### src/rtl/wb32_fta128_bridge_pkg.sv
// FTA 128-bit command bus types plus the Wishbone-to-FTA bridge state and defaults.
package wb32_fta128_bridge_pkg;

    typedef struct packed {
        logic         cyc;
        logic         stb;
        logic         we;
        logic [15:0]  sel;
        logic [31:0]  padr;
        logic [127:0] data1;
        logic [3:0]   cid;
        logic [7:0]   tid;
    } fta_cmd_request128_t;

    typedef struct packed {
        logic         ack;
        logic         err;
        logic         rty;
        logic         stall;
        logic [127:0] dat;
        logic [3:0]   cid;
        logic [7:0]   tid;
    } fta_cmd_response128_t;

    typedef enum logic [1:0] {
        ST_IDLE,
        ST_REQ,
        ST_WAIT_RESP,
        ST_DONE
    } wb2fta_state_t;

    localparam logic [3:0] WB2FTA_CID     = 4'd3;
    localparam int         WB2FTA_TIMEOUT = 1023;
    localparam int         WB2FTA_MAX_RTY = 3;

endpackage

### src/rtl/wb32_fta128_bridge_if.sv
// Wishbone-classic 32-bit target side plus FTA 128-bit request/response of the bridge.
interface wb32_fta128_bridge_if;
    import wb32_fta128_bridge_pkg::*;

    logic                 s_cyc_i;
    logic                 s_stb_i;
    logic                 s_we_i;
    logic [3:0]           s_sel_i;
    logic [31:0]          s_adr_i;
    logic [31:0]          s_dat_i;
    logic [31:0]          s_dat_o;
    logic                 s_ack_o;
    logic                 s_err_o;
    fta_cmd_request128_t  m_req;
    fta_cmd_response128_t m_resp;

    // slave: the bridge itself; master: the Wishbone initiator plus FTA fabric around it
    modport slave (
        input  s_cyc_i, s_stb_i, s_we_i, s_sel_i, s_adr_i, s_dat_i, m_resp,
        output s_dat_o, s_ack_o, s_err_o, m_req
    );

    modport master (
        output s_cyc_i, s_stb_i, s_we_i, s_sel_i, s_adr_i, s_dat_i, m_resp,
        input  s_dat_o, s_ack_o, s_err_o, m_req
    );

endinterface

### src/rtl/wb32_fta128_lanes.sv
// Purpose: steer a 32-bit word/byte-select onto a 128-bit beat and extract a read lane.
// Latency: combinational. Backpressure: none, pure datapath.
module wb32_fta128_lanes (
    input  logic [1:0]   lane,
    input  logic [3:0]   sel,
    input  logic [31:0]  wdat,
    input  logic [127:0] rdat,
    output logic [15:0]  sel_wide,
    output logic [127:0] wdat_wide,
    output logic [31:0]  rdat_lane
);
    logic [127:0] rdat_shift;

    assign sel_wide   = {12'd0, sel} << {lane, 2'b00};
    assign wdat_wide  = {4{wdat}};
    assign rdat_shift = rdat >> {lane, 5'd0};
    assign rdat_lane  = rdat_shift[31:0];

endmodule

### src/rtl/wb32_fta128_bridge.sv
// Purpose: Wishbone 32-bit target to FTA 128-bit initiator, one tagged transaction outstanding.
// Latency: stb sampled cycle 0 -> m_req cycle 1; matched response cycle N -> ack/err cycle N+1.
// Backpressure: m_req held while m_resp.stall; Wishbone ack/err held until stb drops.
module wb32_fta128_bridge
    import wb32_fta128_bridge_pkg::*;
#(
    parameter logic [3:0] CID     = WB2FTA_CID,
    parameter int         TIMEOUT = WB2FTA_TIMEOUT,
    parameter int         MAX_RTY = WB2FTA_MAX_RTY
) (
    input logic                 clk_i,
    input logic                 rst_ni,
    wb32_fta128_bridge_if.slave bus
);
    localparam logic [9:0] TMO_LIMIT = 10'(TIMEOUT);
    localparam logic [7:0] RTY_LIMIT = 8'(MAX_RTY);

    wb2fta_state_t       state;
    fta_cmd_request128_t req_q;
    logic [7:0]          tid_q;
    logic [7:0]          rty_cnt;
    logic [9:0]          tmo_cnt;
    logic                we_q;
    logic [1:0]          lane_q;
    logic                ack_q;
    logic                err_q;
    logic [31:0]         dat_q;

    logic [1:0]          lane;
    logic [15:0]         sel_wide;
    logic [127:0]        wdat_wide;
    logic [31:0]         rdat_lane;
    logic                match;

    // Request steering uses the live address; read extraction uses the latched lane.
    assign lane = (state == ST_IDLE) ? bus.s_adr_i[3:2] : lane_q;

    wb32_fta128_lanes u_lanes (
        .lane      (lane),
        .sel       (bus.s_sel_i),
        .wdat      (bus.s_dat_i),
        .rdat      (bus.m_resp.dat),
        .sel_wide  (sel_wide),
        .wdat_wide (wdat_wide),
        .rdat_lane (rdat_lane)
    );

    assign match = (bus.m_resp.ack | bus.m_resp.err | bus.m_resp.rty)
                && (bus.m_resp.cid == CID) && (bus.m_resp.tid == tid_q);

    assign bus.m_req   = req_q;
    assign bus.s_ack_o = ack_q;
    assign bus.s_err_o = err_q;
    assign bus.s_dat_o = dat_q;

    always_ff @(posedge clk_i or negedge rst_ni) begin
        if (!rst_ni) begin
            state   <= ST_IDLE;
            req_q   <= '0;
            tid_q   <= 8'd0;
            rty_cnt <= 8'd0;
            tmo_cnt <= 10'd0;
            we_q    <= 1'b0;
            lane_q  <= 2'd0;
            ack_q   <= 1'b0;
            err_q   <= 1'b0;
            dat_q   <= 32'd0;
        end else if ((state == ST_REQ || state == ST_WAIT_RESP) && !bus.s_cyc_i) begin
            // Abort beats any same-cycle response; bumping tid orphans the stale reply.
            req_q   <= '0;
            tid_q   <= tid_q + 8'd1;
            rty_cnt <= 8'd0;
            state   <= ST_IDLE;
        end else begin
            case (state)
                ST_IDLE: begin
                    if (bus.s_cyc_i && bus.s_stb_i) begin
                        we_q        <= bus.s_we_i;
                        lane_q      <= bus.s_adr_i[3:2];
                        req_q.cyc   <= 1'b1;
                        req_q.stb   <= 1'b1;
                        req_q.we    <= bus.s_we_i;
                        req_q.sel   <= sel_wide;
                        req_q.padr  <= {bus.s_adr_i[31:4], 4'h0};
                        req_q.data1 <= wdat_wide;
                        req_q.cid   <= CID;
                        req_q.tid   <= tid_q;
                        state       <= ST_REQ;
                    end
                end
                ST_REQ: begin
                    if (!bus.m_resp.stall) begin
                        req_q.cyc <= 1'b0;
                        req_q.stb <= 1'b0;
                        tmo_cnt   <= 10'd0;
                        state     <= ST_WAIT_RESP;
                    end
                end
                ST_WAIT_RESP: begin
                    if (match && bus.m_resp.ack) begin
                        ack_q <= 1'b1;
                        dat_q <= we_q ? 32'd0 : rdat_lane;
                        state <= ST_DONE;
                    end else if ((match && bus.m_resp.err) || tmo_cnt == TMO_LIMIT) begin
                        err_q <= 1'b1;
                        state <= ST_DONE;
                    end else if (match && bus.m_resp.rty) begin
                        if (rty_cnt < RTY_LIMIT) begin
                            // Other request fields are still intact, so re-raising cyc/stb reissues it.
                            rty_cnt   <= rty_cnt + 8'd1;
                            req_q.cyc <= 1'b1;
                            req_q.stb <= 1'b1;
                            state     <= ST_REQ;
                        end else begin
                            err_q <= 1'b1;
                            state <= ST_DONE;
                        end
                    end else if (tmo_cnt != TMO_LIMIT) begin
                        tmo_cnt <= tmo_cnt + 10'd1;
                    end
                end
                ST_DONE: begin
                    if (!bus.s_stb_i) begin
                        ack_q   <= 1'b0;
                        err_q   <= 1'b0;
                        dat_q   <= 32'd0;
                        tid_q   <= tid_q + 8'd1;
                        rty_cnt <= 8'd0;
                        state   <= ST_IDLE;
                    end
                end
                default: state <= ST_IDLE;
            endcase
        end
    end

endmodule

### src/flat_wrapper.sv
// flat-port wrapper written by rule: the top's interface ports become plain ports
module wb32_fta128_bridge_flat import wb32_fta128_bridge_pkg::*;
#(
    parameter logic [3:0] CID     = WB2FTA_CID,
    parameter int         TIMEOUT = WB2FTA_TIMEOUT,
    parameter int         MAX_RTY = WB2FTA_MAX_RTY
)
  (clk_i, rst_ni, bus_s_cyc_i, bus_s_stb_i, bus_s_we_i, bus_s_sel_i, bus_s_adr_i, bus_s_dat_i, bus_m_resp, bus_s_dat_o, bus_s_ack_o, bus_s_err_o, bus_m_req);
  wb32_fta128_bridge_if bus_i ();
  input logic clk_i;
  input logic rst_ni;
  input wire logic [$bits(bus_i.s_cyc_i)-1:0] bus_s_cyc_i;
  input wire logic [$bits(bus_i.s_stb_i)-1:0] bus_s_stb_i;
  input wire logic [$bits(bus_i.s_we_i)-1:0] bus_s_we_i;
  input wire logic [$bits(bus_i.s_sel_i)-1:0] bus_s_sel_i;
  input wire logic [$bits(bus_i.s_adr_i)-1:0] bus_s_adr_i;
  input wire logic [$bits(bus_i.s_dat_i)-1:0] bus_s_dat_i;
  input wire logic [$bits(bus_i.m_resp)-1:0] bus_m_resp;
  output wire logic [$bits(bus_i.s_dat_o)-1:0] bus_s_dat_o;
  output wire logic [$bits(bus_i.s_ack_o)-1:0] bus_s_ack_o;
  output wire logic [$bits(bus_i.s_err_o)-1:0] bus_s_err_o;
  output wire logic [$bits(bus_i.m_req)-1:0] bus_m_req;
  assign bus_i.s_cyc_i = bus_s_cyc_i;
  assign bus_i.s_stb_i = bus_s_stb_i;
  assign bus_i.s_we_i = bus_s_we_i;
  assign bus_i.s_sel_i = bus_s_sel_i;
  assign bus_i.s_adr_i = bus_s_adr_i;
  assign bus_i.s_dat_i = bus_s_dat_i;
  assign bus_i.m_resp = bus_m_resp;
  assign bus_s_dat_o = bus_i.s_dat_o;
  assign bus_s_ack_o = bus_i.s_ack_o;
  assign bus_s_err_o = bus_i.s_err_o;
  assign bus_m_req = bus_i.m_req;
  wb32_fta128_bridge #(.CID(CID), .TIMEOUT(TIMEOUT), .MAX_RTY(MAX_RTY)) u_core (.clk_i(clk_i), .rst_ni(rst_ni), .bus(bus_i));
endmodule
### config.mk
export PLATFORM = sky130hd
export DESIGN_NAME = wb32_fta128_bridge_flat
export DESIGN_NICKNAME = d
export VERILOG_FILES = /design/src/rtl/wb32_fta128_bridge_pkg.sv /design/src/rtl/wb32_fta128_bridge_if.sv /design/src/rtl/wb32_fta128_lanes.sv /design/src/rtl/wb32_fta128_bridge.sv /design/src/flat_wrapper.sv
export SDC_FILE = /design/constraint.sdc
export NUM_CORES = 1
export LEC_CHECK = 0
export ABC_AREA = 1
export CAP_MARGIN = 30
export CORE_AREA = 2 2 170 172
export CTS_BUF_LIST = sky130_fd_sc_hd__clkbuf_8
export DETAILED_ROUTE_END_ITERATION = 12
export DIE_AREA = 0 0 172 174
export GPL_ROUTABILITY_DRIVEN = 1
export SYNTH_ARGS = -nofsm -noshare
export SYNTH_HDL_FRONTEND = slang
export SYNTH_SLANG_ARGS = --single-unit
### constraint.sdc
create_clock -name clk_i -period 2.04 [get_ports clk_i]
set_input_delay 0.204 -clock clk_i [delete_from_list [all_inputs] [get_ports clk_i]]
set_output_delay 0.204 -clock clk_i [all_outputs]
set_load 0.005 [all_outputs]
==> summary.txt <==
Power
  – Max rail drop VDD: ~0.56 mV
  – Pleak: around 6.0 nW
  – Power Density: between 1000 and 1500 nW/µm²
  – Design Power: 18.9 mW

Worst setup path
  – CP endpoint kind: flip-flop
  – Worst Path Required: ~2.4 ns
  – Crit path kind: flip-flop to flip-flop
  – Worst R2R Path Depth: 9
  – Crit path DAT: 2.36 ns
  – CP Launch Type: flip-flop
  – Critical path peak fanout: 25

Cells and area
  – Finished Cell Area: roughly 14000 µm²
  – FF+latch area: between 3000 and 4000 µm²
  – # nets final: 1650
  – Area of the multi-input gates: between 3000 and 4000 µm²
  – Area grow syn2layout: 60.7%
  – Non-Filler Instances: around 1800
  – # fillers: ~2800
  – Share of cells above drive strength 1: between 9 and 10%

Yosys
  – Cell accounting for the most synthesized area: dfrtp_1
  – Synthesized cell area: ~8400 µm²
  – Syn Area/Cell: 7.92 µm²
  – Top cells by count, synth: 252 x nand2_1, 152 x dfrtp_1, 122 x nor2_1, 111 x nand3_1, 106 x buf_4
  – Fraction of registers with async set/reset: between 90% and 100%
  – Top FF cell, synth: dfrtp_1
  – Count of different cell masters after synthesis: 33
  – Synth top area share: 45.0%
  – Top-count cell post-synth: nand2_1
  – Largest cells by area after synthesis: dfrtp_1 45%, nand2_1 11%, buf_4 9.4%, nand3_1 6.6%, nor2_1 5.4%
  – Mapped Cells: between 1000 and 1500
  – FF+latch count, synth: 152
  – Yosys warning total: 0
  – Seq/Total Area, Yosys: between 40% and 50%
  – Post-synth EDFFs: 0

Timing
  – Final Critical Period: around 2 ns
  – Final setup fails: 0
  – Hold Violations, Final: 0
  – Setup Skew: roughly 0.018 ns
  – Relative slew margins: around three fifths
  – FMAX: 505 MHz
  – Hold slack: roughly 0.22 ns
  – Final slew viol count: 0
  – Tcrit/Tclk final: just under 100%
  – Slew @ Worst Pin: 0.579 ns
  – RSZ-0062 raised after global routing: yes

Route
  – Antenna Nets Post-Route: 0
  – DR pass1 iterations: 4
  – Via/cell ratio: about 4.7
  – Drt drc: 0
  – Vias post-DR: around 8500
  – Final wirelength: 33.0 mm
  – DR iter-0 viols: about 590
  – WL/cell: roughly 18 µm

Place
  – Cell total after placement: approximately 1800
  – Hpwl dp: between 20 and 25 mm
  – Dpl cell area: 12800 µm²
  – Port Buffer Count: between 400 and 500
  – GP Congestion: a little under 0.9

Min path
  – Worst hold-check path type: primary input to async pin

GRT
  – Largest net degree at the start of global routing: 67
  – Vias in the first global route: 8168
  – Initial antenna violation count: 2
  – GRT overflow: 0
  – Total GRT Usage: between 20% and 30%
  – First-pass GRT wire length: slightly below 50 mm

Run
  – Max capacitance violation total: 0

Clocking
  – Clock Sinks: 152
  – Clock-pin slew on the worst setup and hold paths: about 0.10 ns
  – Clock tree root buffer cell: clkbuf_8
  – Clock latency on the worst-skew pair: ~0.45 ns
  – Max Root-Sink Buffers: 2
  – CTS tree: done
  – Num CTS Buffers: 17
  – H-tree Lvls: 4

Die
  – Core footprint: 28200 µm²
  – FP Rows: 62
  – Die Span Y: 174 µm
  – Die W: approximately 170 µm
  – Initial Utilization: roughly 30%
  – DIE AREA: 29900 µm²
  – # IOs: between 400 and 500

Status
  – Outcome: complete, no violations
## worst max-delay path: stages (launching register included)
cell       delay (ns)
dfrtp_1          0.37
inv_2            0.06
ha_4             0.18
buf_4            0.14
nand2_1          0.09
o21ai_4          0.13
bufbuf_16        0.34
o32ai_1          0.37
nand2_1          0.09
o21ai_1          0.14
## layout by cell type, fill, tap and decap left out, drive strengths merged
| cell | instances |
|---|---|
| clkdlybuf4s50 | 432 |
| clkbuf | 20 |
| or2 | 1 |
| o32ai | 31 |
| diode | 2 |
| dlygate4sd3 | 1 |
| a21oi | 4 |
| dfrtp | 152 |
| ha | 8 |
| clkinvlp | 4 |
| nand3b | 1 |
| bufbuf | 2 |
| a32oi | 1 |
| o21ai | 133 |
| nor2 | 126 |
| nor3 | 7 |
| xor2 | 10 |
| buf | 65 |
| nor3b | 1 |
| clkinv | 4 |
| a21boi | 6 |
| bufinv | 3 |
| xnor2 | 9 |
| inv | 38 |
| conb | 6 |
| nand2 | 255 |
| nand4 | 5 |
| nand3 | 112 |
## per-stage QoR
stage	utilization, %	setup slack [ns]	TNS [ns]
2_1_floorplan	-	0.192	0
3_3_place_gp	45.4	-0.216	-2.48
3_5_place_dp	45.4	-0.246	-3.16
4_1_cts	47.5	0.0135	0
5_1_grt	48.1	-0.0456	-0.218
6_report	48.1	0.0581	0
## routing by layer
metal / vias to the layer above / global-route usage [%] / share of wire (%)
met5: - / 0 / 0
met4: 0 / 6.44 / 2.3
met3: 41 / 3.98 / 5.5
met2: 326 / 37.6 / 51
met1: 4050 / 25.9 / 41
li1: 4121 / - / -
## cells by family (layout without fill, tap and decap cells)
family / after synthesis / count (layout) / synth area share (%)
xor+xnor: 19 / 19 / 1.97
flops: 152 / 152 / 45.0
buf+inv: 203 / 569 / 14.6
other cells: 1 / 8 / 0.0444
fa+ha+maj: 8 / 8 / 1.19
simple gates: 508 / 508 / 25.0
compound gates: 175 / 175 / 12.2
## path summary, 6_finish.rpt
check | from | to | slack [ns]
worst max-delay path | u_core.state[0] | u_core.bus.s_dat_o[17] | 0.06
worst min-delay path | rst_ni | u_core.bus.s_dat_o[1] | 0.22
worst max register to register | u_core.state[0] | u_core.bus.s_dat_o[17] | 0.06
worst min register to register | u_core.bus.s_ack_o | u_core.bus.s_ack_o | 0.49
max in group asynchronous | rst_ni | u_core.bus.m_req[0] | 1.10
min in group clk_i | bus_s_adr_i[17] | u_core.bus.m_req[157] | 0.27
## sequential cells by signal (all words and copies together), names as in the netlist
register,cells
u_core.tmo_cnt,10
u_core.tid_q,8
u_core.rty_cnt,8
u_core.state,2
u_core.bus.s_err_o,1
u_core.bus.m_req,87
u_core.lane_q,2
u_core.bus.s_dat_o,32
u_core.bus.s_ack_o,1
u_core.we_q,1
## what timing repair did
action,in CTS,in global routing
resized for setup,13,25
hold buffers,1,0
buffers inserted,0,2
pin swaps,2,3
endpoints found under the hold margin,53,0
setup endpoints to repair,19,54
cloned,3,3
## power by group
group          switching (mW)  total [mW]  internal [mW]  leakage [nW]
Clock                    1.25        2.46           1.22         0.197
Combinational            5.23        11.4           6.22          3.81
Sequential              0.918        5.03           4.11          1.99
Total                    7.39        18.9           11.5          6.00
## area by class of cell
type                            count  share of cell area, %
Inverter                           35                   1.01
Timing Repair Buffer              503                   37.8
Multi-Input combinational cell    716                   26.6
Clock buffer                       17                   1.72
Tap cell                          384                   3.54
Sequential cell                   152                   28.0
Clock inverter                     14                   1.30
Antenna cell                        2                 0.0369
Note: power is estimated with default switching activity, not from simulation.
